--- src/rtl/mesi_line_ctrl_if.sv ---
// mesi_line_ctrl_if: command, bus and response signals of the MESI line controller; slave = controller, master = front end / bus model
interface mesi_line_ctrl_if #(parameter int IDX_W = 4, parameter int TAG_W = 12);
  logic             cmd_valid;
  logic             cmd_ready;
  logic [3:0]       command;
  logic [IDX_W-1:0] index;
  logic [TAG_W-1:0] tag;
  logic             bus_valid;
  logic [1:0]       bus_op;
  logic [IDX_W-1:0] bus_index;
  logic [TAG_W-1:0] bus_tag;
  logic             bus_done;
  logic [1:0]       bus_hm;
  logic             snoop_valid;
  logic [1:0]       snoop_hm;
  logic             resp_valid;
  logic             resp_hit;
  logic [3:0]       resp_state;
  logic             resp_err;
  modport slave (
    input  cmd_valid, command, index, tag, bus_done, bus_hm,
    output cmd_ready, bus_valid, bus_op, bus_index, bus_tag,
           snoop_valid, snoop_hm, resp_valid, resp_hit, resp_state, resp_err
  );
  modport master (
    output cmd_valid, command, index, tag, bus_done, bus_hm,
    input  cmd_ready, bus_valid, bus_op, bus_index, bus_tag,
           snoop_valid, snoop_hm, resp_valid, resp_hit, resp_state, resp_err
  );
endinterface

--- src/rtl/mesi_line_ctrl.sv ---
// mesi_line_ctrl: sequences one trace command through a direct-mapped MESI tag/state array and the bus
// ports: clk, reset_n (async active-low); io.slave carries cmd_valid/ready, command, index, tag,
// bus_valid/op/index/tag/done/hm, snoop_valid/hm, resp_valid/hit/state/err
module mesi_line_ctrl #(parameter int IDX_W = 4, parameter int TAG_W = 12) (
  input logic clk,
  input logic reset_n,
  mesi_line_ctrl_if.slave io
);
  localparam int DEPTH = 1 << IDX_W;
  localparam logic [2:0] IDLE = 3'd0, LOOKUP = 3'd1, EVICT = 3'd2, BUS = 3'd3, UPDATE = 3'd4, CLEAR = 3'd5;
  localparam logic [1:0] ST_I = 2'd0, ST_S = 2'd1, ST_E = 2'd2, ST_M = 2'd3;
  localparam logic [1:0] OP_RD = 2'd0, OP_WB = 2'd1, OP_INV = 2'd2, OP_RWIM = 2'd3;
  localparam logic [1:0] NOHIT = 2'd0, HIT = 2'd1, HITM = 2'd2;
  logic [2:0]       state, l_next;
  logic [1:0]       st_arr [DEPTH];
  logic [TAG_W-1:0] tag_arr [DEPTH];
  logic [3:0]       cmd_r;
  logic [IDX_W-1:0] idx_r, cnt;
  logic [TAG_W-1:0] tag_r, vtag_r, cur_tag;
  logic [1:0]       op_r, new_st, hm_r, cur_st, l_op, l_st, l_hm;
  logic             hit_r, err_r, snoop_r, hit, is_rd, is_wr, is_snp, legal, wb;
  assign cur_st = st_arr[idx_r];
  assign cur_tag = tag_arr[idx_r];
  assign hit = cur_st != ST_I && cur_tag == tag_r;
  assign is_rd = cmd_r == 4'd0 || cmd_r == 4'd2;
  assign is_wr = cmd_r == 4'd1;
  assign is_snp = cmd_r inside {[4'd3:4'd6]};
  assign legal = is_rd || is_wr || is_snp;
  // snooped reads and RWIMs of a modified line must push the dirty data out first
  assign wb = cur_st == ST_M && (cmd_r == 4'd4 || cmd_r == 4'd6);
  always_comb begin
    l_next = UPDATE;
    l_op = OP_RD;
    l_st = cur_st;
    l_hm = NOHIT;
    if (is_rd && !hit) begin
      l_next = cur_st == ST_M ? EVICT : BUS;
    end else if (is_wr) begin
      l_st = ST_M;
      l_op = hit ? OP_INV : OP_RWIM;
      l_next = hit ? (cur_st == ST_S ? BUS : UPDATE) : (cur_st == ST_M ? EVICT : BUS);
    end else if (is_snp && hit) begin
      l_hm = cmd_r == 4'd5 ? NOHIT : wb ? HITM : HIT;
      l_st = cmd_r == 4'd5 ? cur_st : cmd_r == 4'd4 ? ST_S : ST_I;
      l_op = OP_WB;
      l_next = wb ? BUS : UPDATE;
    end
  end
  always_ff @(posedge clk or negedge reset_n) begin
    if (!reset_n) begin
      state <= IDLE;
      cmd_r <= '0;
      idx_r <= '0;
      tag_r <= '0;
      vtag_r <= '0;
      cnt <= '0;
      op_r <= OP_RD;
      new_st <= ST_I;
      hm_r <= NOHIT;
      hit_r <= 1'b0;
      err_r <= 1'b0;
      snoop_r <= 1'b0;
      for (int i = 0; i < DEPTH; i++) begin
        st_arr[i] <= ST_I;
        tag_arr[i] <= '0;
      end
    end else begin
      case (state)
        IDLE: if (io.cmd_valid) begin
          cmd_r <= io.command;
          idx_r <= io.index;
          tag_r <= io.tag;
          cnt <= '0;
          if (io.command == 4'd8) begin
            state <= CLEAR;
            new_st <= ST_I;
            hit_r <= 1'b0;
            err_r <= 1'b0;
            snoop_r <= 1'b0;
          end else state <= LOOKUP;
        end
        LOOKUP: begin
          hit_r <= hit;
          err_r <= !legal;
          snoop_r <= is_snp;
          new_st <= l_st;
          hm_r <= l_hm;
          op_r <= l_op;
          vtag_r <= cur_tag;
          state <= legal ? l_next : UPDATE;
        end
        EVICT: if (io.bus_done) state <= BUS;
        BUS: if (io.bus_done) begin
          state <= UPDATE;
          if (op_r == OP_RD) new_st <= io.bus_hm != NOHIT ? ST_S : ST_E;
        end
        UPDATE: begin
          if (!err_r) begin
            st_arr[idx_r] <= new_st;
            if (!snoop_r) tag_arr[idx_r] <= tag_r;
          end
          state <= IDLE;
        end
        CLEAR: begin
          st_arr[cnt] <= ST_I;
          cnt <= cnt + 1'b1;
          if (&cnt) state <= IDLE;
        end
        default: state <= IDLE;
      endcase
    end
  end
  assign io.cmd_ready = state == IDLE;
  assign io.bus_valid = state == EVICT || state == BUS;
  assign io.bus_op = state == EVICT ? OP_WB : op_r;
  assign io.bus_index = idx_r;
  assign io.bus_tag = state == EVICT ? vtag_r : tag_r;
  assign io.resp_valid = state == UPDATE || (state == CLEAR && &cnt);
  assign io.resp_hit = io.resp_valid && hit_r;
  assign io.resp_err = io.resp_valid && err_r;
  assign io.resp_state = 4'b0001 << new_st;
  assign io.snoop_valid = state == UPDATE && snoop_r;
  assign io.snoop_hm = io.snoop_valid ? hm_r : NOHIT;
endmodule

--- src/flat_wrapper.sv ---
// flat-port wrapper written by rule: the top's interface ports become plain ports
module mesi_line_ctrl_flat 
#(parameter int IDX_W = 4, parameter int TAG_W = 12)
  (clk, reset_n, io_cmd_valid, io_command, io_index, io_tag, io_bus_done, io_bus_hm, io_cmd_ready, io_bus_valid, io_bus_op, io_bus_index, io_bus_tag, io_snoop_valid, io_snoop_hm, io_resp_valid, io_resp_hit, io_resp_state, io_resp_err);
  mesi_line_ctrl_if #(.IDX_W(IDX_W), .TAG_W(TAG_W)) io_i ();
  input logic clk;
  input logic reset_n;
  input wire logic [$bits(io_i.cmd_valid)-1:0] io_cmd_valid;
  input wire logic [$bits(io_i.command)-1:0] io_command;
  input wire logic [$bits(io_i.index)-1:0] io_index;
  input wire logic [$bits(io_i.tag)-1:0] io_tag;
  input wire logic [$bits(io_i.bus_done)-1:0] io_bus_done;
  input wire logic [$bits(io_i.bus_hm)-1:0] io_bus_hm;
  output wire logic [$bits(io_i.cmd_ready)-1:0] io_cmd_ready;
  output wire logic [$bits(io_i.bus_valid)-1:0] io_bus_valid;
  output wire logic [$bits(io_i.bus_op)-1:0] io_bus_op;
  output wire logic [$bits(io_i.bus_index)-1:0] io_bus_index;
  output wire logic [$bits(io_i.bus_tag)-1:0] io_bus_tag;
  output wire logic [$bits(io_i.snoop_valid)-1:0] io_snoop_valid;
  output wire logic [$bits(io_i.snoop_hm)-1:0] io_snoop_hm;
  output wire logic [$bits(io_i.resp_valid)-1:0] io_resp_valid;
  output wire logic [$bits(io_i.resp_hit)-1:0] io_resp_hit;
  output wire logic [$bits(io_i.resp_state)-1:0] io_resp_state;
  output wire logic [$bits(io_i.resp_err)-1:0] io_resp_err;
  assign io_i.cmd_valid = io_cmd_valid;
  assign io_i.command = io_command;
  assign io_i.index = io_index;
  assign io_i.tag = io_tag;
  assign io_i.bus_done = io_bus_done;
  assign io_i.bus_hm = io_bus_hm;
  assign io_cmd_ready = io_i.cmd_ready;
  assign io_bus_valid = io_i.bus_valid;
  assign io_bus_op = io_i.bus_op;
  assign io_bus_index = io_i.bus_index;
  assign io_bus_tag = io_i.bus_tag;
  assign io_snoop_valid = io_i.snoop_valid;
  assign io_snoop_hm = io_i.snoop_hm;
  assign io_resp_valid = io_i.resp_valid;
  assign io_resp_hit = io_i.resp_hit;
  assign io_resp_state = io_i.resp_state;
  assign io_resp_err = io_i.resp_err;
  mesi_line_ctrl #(.IDX_W(IDX_W), .TAG_W(TAG_W)) u_core (.clk(clk), .reset_n(reset_n), .io(io_i));
endmodule
--- config.mk ---
export PLATFORM = sky130hd
export DESIGN_NAME = mesi_line_ctrl_flat
export DESIGN_NICKNAME = d
export VERILOG_FILES = /design/src/rtl/mesi_line_ctrl_if.sv /design/src/rtl/mesi_line_ctrl.sv /design/src/flat_wrapper.sv
export SDC_FILE = /design/constraint.sdc
export NUM_CORES = 1
export LEC_CHECK = 0
export CORE_MARGIN = 3
export CORE_UTILIZATION = 61
export DETAILED_ROUTE_END_ITERATION = 16
export PLACE_DENSITY = 0.87
export SLEW_MARGIN = 20
export SYNTH_ARGS = -nofsm -noshare
export SYNTH_HDL_FRONTEND = slang
export SYNTH_SLANG_ARGS = --single-unit
export TNS_END_PERCENT = 20
--- constraint.sdc ---
create_clock -name clk -period 8.7 [get_ports clk]
set_clock_uncertainty 0.15 [all_clocks]
set_input_delay 1.74 -clock clk [delete_from_list [all_inputs] [get_ports clk]]
set_output_delay 1.74 -clock clk [all_outputs]
set_load 0.1 [all_outputs]
==> impl_metrics.json <==
{
  "status": "finished clean",
  "crit_end": "io_bus_tag[9]",
  "io_buffers": 55,
  "overflow": 0,
  "vias": 9152,
  "drv_cap": 0,
  "post_cts_buffers": 0,
  "slew_headroom": 0.301,
  "power_leakage_uw": 0.00677,
  "die-height_um": 154,
  "reg2reg_from": "u_core.io.bus_index[0]",
  "end_kind": "output pin",
  "required_ps": 6810,
  "rsz0062_at_grt": "no",
  "ant_nets": 0,
  "finalNonFillerCells": 1373,
  "cts_max_level": 1,
  "worst_setup_path_start_kind": "flip-flop",
  "clock_sinks": 272,
  "clock_latency_ps": 540,
  "reg2reg_slack_ps": 4530,
  "finalWirelength_mm": 32.8,
  "core_sq_um": 21200,
  "setup_viol": 0,
  "tns_ps": 0,
  "ys_warn_count": 0,
  "initial_core_util": 0.626,
  "syn-num-nets": 1104,
  "ios": 56,
  "ys.flop_type": "dfrtp_1",
  "layout.nets": 1111,
  "synth_top_area_cell": "dfrtp_1",
  "antenna_found_initial": 0,
  "root_buffer": "clkbuf_16",
  "n_antenna_cell": 0,
  "tightest_slew_ps": 1040,
  "dp.cells": 1327,
  "cp.arrival_ps": 3190,
  "drtIter0Drc": 786,
  "fmax_ghz": 0.197,
  "synthCells": 1074,
  "finish.instance_area_sq_um": 14800,
  "final.period_utilization": 0.584,
  "placedInstanceArea_sq_um": 13900,
  "grt_max_degree": 166,
  "wl_per_cell_um": 23.9,
  "hold_path.class": "reg2reg",
  "drive_above_1_share": 0.286,
  "hpwl_mm": 19.5,
  "drc": 0,
  "synth_edf_count": 0,
  "critPathSlowestCell": "clkdlybuf4s50_1",
  "synth-seq-cells": 272,
  "timing.rr.end": "u_core.state[0]",
  "cts_resized": 0,
  "holdWs_ps": 333,
  "worstSetupStartpoint": "u_core.state[2]",
  "path_cells": "nand2b_1 -> nor2_1 -> buf_4 -> mux2_2 -> clkdlybuf4s50_1",
  "ys_seq_area_frac": 0.512,
  "std_cell_rows": 53,
  "grt_usage": 0.276,
  "post-route-min-period_ps": 5080,
  "drv_slew": 0,
  "route.detailed.vias_per_inst": 6.67,
  "synthTopCellsByArea": "dfrtp_1 (51%), mux2_2 (18%), mux4_2 (3.4%), nand2_1 (3.0%), mux4_1 (2.8%)",
  "cts_tree": "yes",
  "syn-mean-instance-area_sq_um": 12.4,
  "cts_hold_buf": 0,
  "cts_buffers": 27,
  "netlist_area_sq_um": 13300,
  "gp_congestion": 0.874,
  "hold_viol": 0,
  "ir_worst_vdd_uv": 386,
  "cp_max_fo": 14,
  "reg2reg_depth": 10,
  "die_area_sq_um": 23600,
  "die_w_um": 154,
  "grt_pass1_vias": 9402,
  "firstDrtPassIters": 5,
  "min_from": "u_core.tag_arr[116]",
  "power_density_nw_per_um2": 409,
  "path_clk_slew_ps": 70,
  "clock_tree.buffer_depth": 3,
  "netlist.area_leader.share": 0.512,
  "ys_async_sr_fraction": 1.00,
  "area_growth_pct": 11.5,
  "yosysUniqueCellTypes": 62,
  "cp_slowest_stage_delay_ps": 970,
  "grt_pass1_wl_mm": 51.7,
  "path_class": "reg2out"
}
sequential cells by signal, summed over array words and instances (netlist names):
name / count
u_core.cmd_r: 4
u_core.cnt: 4
u_core.err_r: 1
u_core.hit_r: 1
u_core.hm_r: 2
u_core.io.bus_index: 4
u_core.new_st: 2
u_core.op_r: 2
u_core.snoop_r: 1
u_core.st_arr: 32
u_core.state: 3
u_core.tag_arr: 192
u_core.tag_r: 12
u_core.vtag_r: 12
cells in the final DEF, fill, tap and decap left out, types with 3 or more instances in the layout:
master,n
a32oi_1,12
clkbuf_16,27
and2_1,10
a21oi_1,10
mux4_2,20
a22o_1,12
xnor2_1,10
a31o_2,4
nor2b_1,8
mux4_1,14
clkinv_2,5
mux2i_1,24
o21ai_0,69
buf_4,10
nor3b_1,3
nand2_1,106
nor2_1,40
xor2_1,10
nand3_1,22
dfrtp_1,270
o32ai_1,3
or2_2,7
mux2_2,218
clkdlybuf4s50_1,54
a221oi_1,5
nor3_1,10
a32o_1,18
clkbuf_1,5
ha_1,4
inv_1,8
nand4_1,3
o22ai_1,12
or3_1,5
bufinv_16,6
a211oi_1,5
nand2b_1,8
where the power goes:
group          switching (uW)  leakage (uW)  total, uW  internal, uW
Sequential                423       0.00362       2140          1720
Combinational            1620       0.00270       2680          1050
Clock                     492      0.000455       1250           753
synth_stat cells, types with 6 or more instances:
| cell type | n |
|---|---|
| a21oi_1 | 10 |
| dfrtp_1 | 272 |
| o21ai_0 | 69 |
| xnor2_1 | 10 |
| nand2b_1 | 8 |
| buf_1 | 6 |
| clkbuf_1 | 62 |
| nor2b_1 | 8 |
| o22ai_1 | 12 |
| and2_1 | 10 |
| buf_2 | 9 |
| nor2_1 | 40 |
| inv_1 | 8 |
| mux2i_1 | 24 |
| nand2_1 | 106 |
| a22o_1 | 12 |
| or2_2 | 7 |
| buf_4 | 7 |
| mux2_2 | 218 |
| a32o_1 | 18 |
| nand3_1 | 22 |
| nor3_1 | 11 |
| mux4_2 | 20 |
| mux4_1 | 14 |
| xor2_1 | 10 |
| a32oi_1 | 12 |
through the flow:
stage,worst slack (ps),power (uW),util
6_report,3620,6070,0.698
5_1_grt,3530,6340,0.698
4_1_cts,3650,6040,0.698
3_5_place_dp,4240,4770,0.654
3_3_place_gp,4290,4660,0.654
2_1_floorplan,2830,4130,-
final cells by class:
type | count | area, sq um
Multi-Input combinational cell | 705 | 6050
Clock inverter | 13 | 221
Sequential cell | 272 | 6810
Clock buffer | 33 | 708
Timing Repair Buffer | 66 | 651
Inverter | 9 | 33.8
Tap cell | 275 | 344
Fill cell | 1401 | 6410
worst min-delay path by stage:
stage | slack (ps) | cells past startpoint | end
finish | 330 | 2 | u_core.tag_arr[116]
global route | 350 | 2 | u_core.vtag_r[11]
CTS | 330 | 2 | u_core.tag_arr[186]
detailed placement | 320 | 2 | u_core.tag_arr[188]
global placement | 300 | 2 | u_core.tag_arr[42]
floorplan | 290 | 2 | u_core.vtag_r[5]
logic make-up (layout without fill, tap and decap cells):
| logic type | Yosys count | count (layout) | share of synthesized area |
|---|---|---|---|
| mux | 276 | 276 | 0.264 |
| flops | 272 | 272 | 0.512 |
| simple gates | 235 | 235 | 0.0815 |
| compound gates | 170 | 170 | 0.0918 |
| buf+inv | 97 | 121 | 0.0331 |
| xor+xnor | 20 | 20 | 0.0132 |
| fa+ha+maj | 4 | 4 | 0.00377 |
worst max-delay path: cells and delay by family, from the launching register on:
kind                   cells  cell delay (ps)
buffers and inverters      2             1290
DFF                        1              470
muxes                      1              370
and+or+nand+nor            2              510
metal layers:
| metal | routed length, um | global-route usage |
|---|---|---|
| met5 | 0 | 0 |
| met4 | 885 | 0.0866 |
| met3 | 2450 | 0.0349 |
| met2 | 16200 | 0.460 |
| met1 | 13200 | 0.383 |
No activity file was read; power rests on OpenSTA's default activity.
==> patch (same settings) <==
`TAG_W` is set to 12 in 3 places; all go to 6.
--- a/src/rtl/mesi_line_ctrl_if.sv
+++ b/src/rtl/mesi_line_ctrl_if.sv
@@ -1,4 +1,4 @@
 // mesi_line_ctrl_if: command, bus and response signals of the MESI line controller; slave = controller, master = front end / bus model
-interface mesi_line_ctrl_if #(parameter int IDX_W = 4, parameter int TAG_W = 12);
+interface mesi_line_ctrl_if #(parameter int IDX_W = 4, parameter int TAG_W = 6);
   logic             cmd_valid;
   logic             cmd_ready;
--- a/src/rtl/mesi_line_ctrl.sv
+++ b/src/rtl/mesi_line_ctrl.sv
@@ -2,5 +2,5 @@
 // ports: clk, reset_n (async active-low); io.slave carries cmd_valid/ready, command, index, tag,
 // bus_valid/op/index/tag/done/hm, snoop_valid/hm, resp_valid/hit/state/err
-module mesi_line_ctrl #(parameter int IDX_W = 4, parameter int TAG_W = 12) (
+module mesi_line_ctrl #(parameter int IDX_W = 4, parameter int TAG_W = 6) (
   input logic clk,
   input logic reset_n,
--- a/src/flat_wrapper.sv
+++ b/src/flat_wrapper.sv
@@ -1,5 +1,5 @@
 // flat-port wrapper written by rule: the top's interface ports become plain ports
 module mesi_line_ctrl_flat 
-#(parameter int IDX_W = 4, parameter int TAG_W = 12)
+#(parameter int IDX_W = 4, parameter int TAG_W = 6)
   (clk, reset_n, io_cmd_valid, io_command, io_index, io_tag, io_bus_done, io_bus_hm, io_cmd_ready, io_bus_valid, io_bus_op, io_bus_index, io_bus_tag, io_snoop_valid, io_snoop_hm, io_resp_valid, io_resp_hit, io_resp_state, io_resp_err);
   mesi_line_ctrl_if #(.IDX_W(IDX_W), .TAG_W(TAG_W)) io_i ();
Ports: changed (resized io_bus_tag and io_tag); port bits go from 56 to 44. The function was not compared with the original's and may differ.
==> patch against the original RTL <==
Cell area fell by 36%; final cell count fell by 34%; worst hold slack improved by 0.0037 ns; via count fell by 33%; sequential cell count fell by 108; worst setup slack got worse by 0.19 ns; area after synthesis fell by 37%; total power fell by 40%; die area fell by 36%; wire length fell by 37%; largest cell class unchanged.
==> patch: results (changes against the original RTL) <==
| Metric | Value |
|---|---|
| Outcome | finished clean |
| Slack of the worst reg-to-reg path | 4.78 ns (+0.25 ns) |
| Post-DP Area | 0.00878 mm^2 (-37%) |
| DPL Wire Length | 13.4 mm (-31%) |
| 1st-iter DRT viols | 767 (-2.4%) |
| Pre-antenna DRT Iters | 10 (+5) |
| Commonest cells in the netlist | dfrtp_1, mux2_2, nand2_1, o21ai_0, nor2_1 |
| H-tree depth | 4 (+3) |
| Total track usage | 29.0% (+1.5 points) |
| Worst r2r path cells | 7 (-3) |
| Dpl ws | 3.91 ns (-0.324 ns) |
| Max FO, Critical Path | 9 (-5) |
| Skew-Pair Late Insertion Delay | 0.43 ns (-0.11 ns) |
| Final wirelength | 20.6 mm (-37%) |
| Largest net degree at the start of global routing | 95 (-43%) |
| Relative slew slack | 24.3% (-5.9 points) |
| VDD IR max | 0.192 mV (-50%) |
| Vias in the first global route | 6276 (-33%) |
| First-pass GRT wire length | 33.5 mm (-35%) |
| Seq/Total Area, Yosys | 49.1% (-2.1 points) |
| Vias | 6106 (-33%) |
| NumNets Final | 743 (-33%) |
| Biggest regs | u_core.tag_arr (96), u_core.st_arr (32) |
| Number of CTS-inserted buffers | 17 (-37%) |
| Mapped Nets | 716 (-35%) |
| Buffers on Ports | 43 (-22%) |
| Share of layout cells above drive strength 1 | 27.0% (-1.5 points) |
| Final-layout fill cell count | 849 (-39%) |
| CP arrival | 3.37 ns (+0.18 ns) |
| GP Congestion | 0.957 (+9.5%) |
| Synth cell types | 63 (+1.6%) |
| Crit Reg-Reg Endpoint | u_core.state[2]$_DFFE_PN0P_ |
| Worst r2r src | u_core.io.bus_index[1]$_DFFE_PN0P_ |
| Leakage power | 0.00419 uW (-38%) |
| Worst Hold End | u_core.st_arr[12]$_DFFE_PN0P_ |
| Initial antenna violation count | 0 (unchanged) |
| HP Start | u_core.st_arr[12]$_DFFE_PN0P_ |
==> patch: cell types whose count changed after synthesis, sizes merged, moves of 10 or more <==
| cell | delta |
|---|---|
| xnor2 | -10 |
| clkbuf | -43 |
| nand2 | -33 |
| mux4 | -10 |
| dfrtp | -108 |
| o21ai | -26 |
| a32o | -16 |
| mux2 | -91 |
==> patch: cell type report <==
class | count | area (um^2) | area share (%)
clock buffer | 21 | 480 | 5.10
clock inverter | 11 | 150 | 1.59
inverter | 10 | 37.5 | 0.399
multi-input combinational | 477 | 3950 | 41.9
sequential | 164 | 4100 | 43.6
tap | 176 | 220 | 2.34
timing repair buffer | 49 | 477 | 5.06
==> patch: per-layer routing <==
layer | track usage [%] | vias to the layer above | part of all wire (%)
met2 | 48.1 | 330 | 50
met4 | 14.1 | 0 | 4.5
met5 | 0 | - | 0
met3 | 6.18 | 94 | 6.7
li1 | - | 2591 | -
met1 | 36.6 | 3091 | 39
==> patch: where the power goes <==
part	internal (uW)	switching [uW]
Combinational	601	1020
Sequential	1000	259
Clock	482	305
==> patch: how the worst max path moves through the flow <==
stage	start	end	slack, ns	cells after the start
global placement	u_core.state[2]$_DFFE_PN0P_	io_bus_tag[3]	3.99	4
global route	u_core.state[1]$_DFFE_PN0P_	io_bus_tag[1]	3.37	4
floorplan	u_core.state[0]$_DFFE_PN0P_	io_snoop_hm[0]	2.81	4
detailed placement	u_core.state[2]$_DFFE_PN0P_	io_bus_tag[1]	3.91	4
finish	u_core.state[2]$_DFFE_PN0P_	io_bus_tag[1]	3.44	4
CTS	u_core.state[2]$_DFFE_PN0P_	io_bus_tag[1]	3.45	4
==> patch: cells by family after synthesis <==
logic type / synth area share [%]
fa+ha+maj: 0.599
flops: 49.1
compound gates: 8.58
xor+xnor: 0.629
buf+inv: 3.68
simple gates: 11.6
mux: 25.8
==> patch: worst max-delay path: stages, from the launching register on <==
cell and delay, ns:
dfrtp_1 0.48, nand2b_1 0.23, nor2_1 0.78, mux2_2 0.32, clkdlybuf4s50_1 1.13
==> patch: stage by stage <==
| step | instances | total power [uW] | utilization, % | hold slack, ns |
|---|---|---|---|---|
| after floorplan | 692 | 2490 | - | 0.283 |
| after global placement | 876 | 2770 | 66.1 | 0.309 |
| after detailed placement | 876 | 2840 | 66.1 | 0.316 |
| after CTS | 908 | 3650 | 70.8 | 0.338 |
| after global routing | 908 | 3830 | 70.8 | 0.360 |
| final | 908 | 3660 | 70.8 | 0.337 |
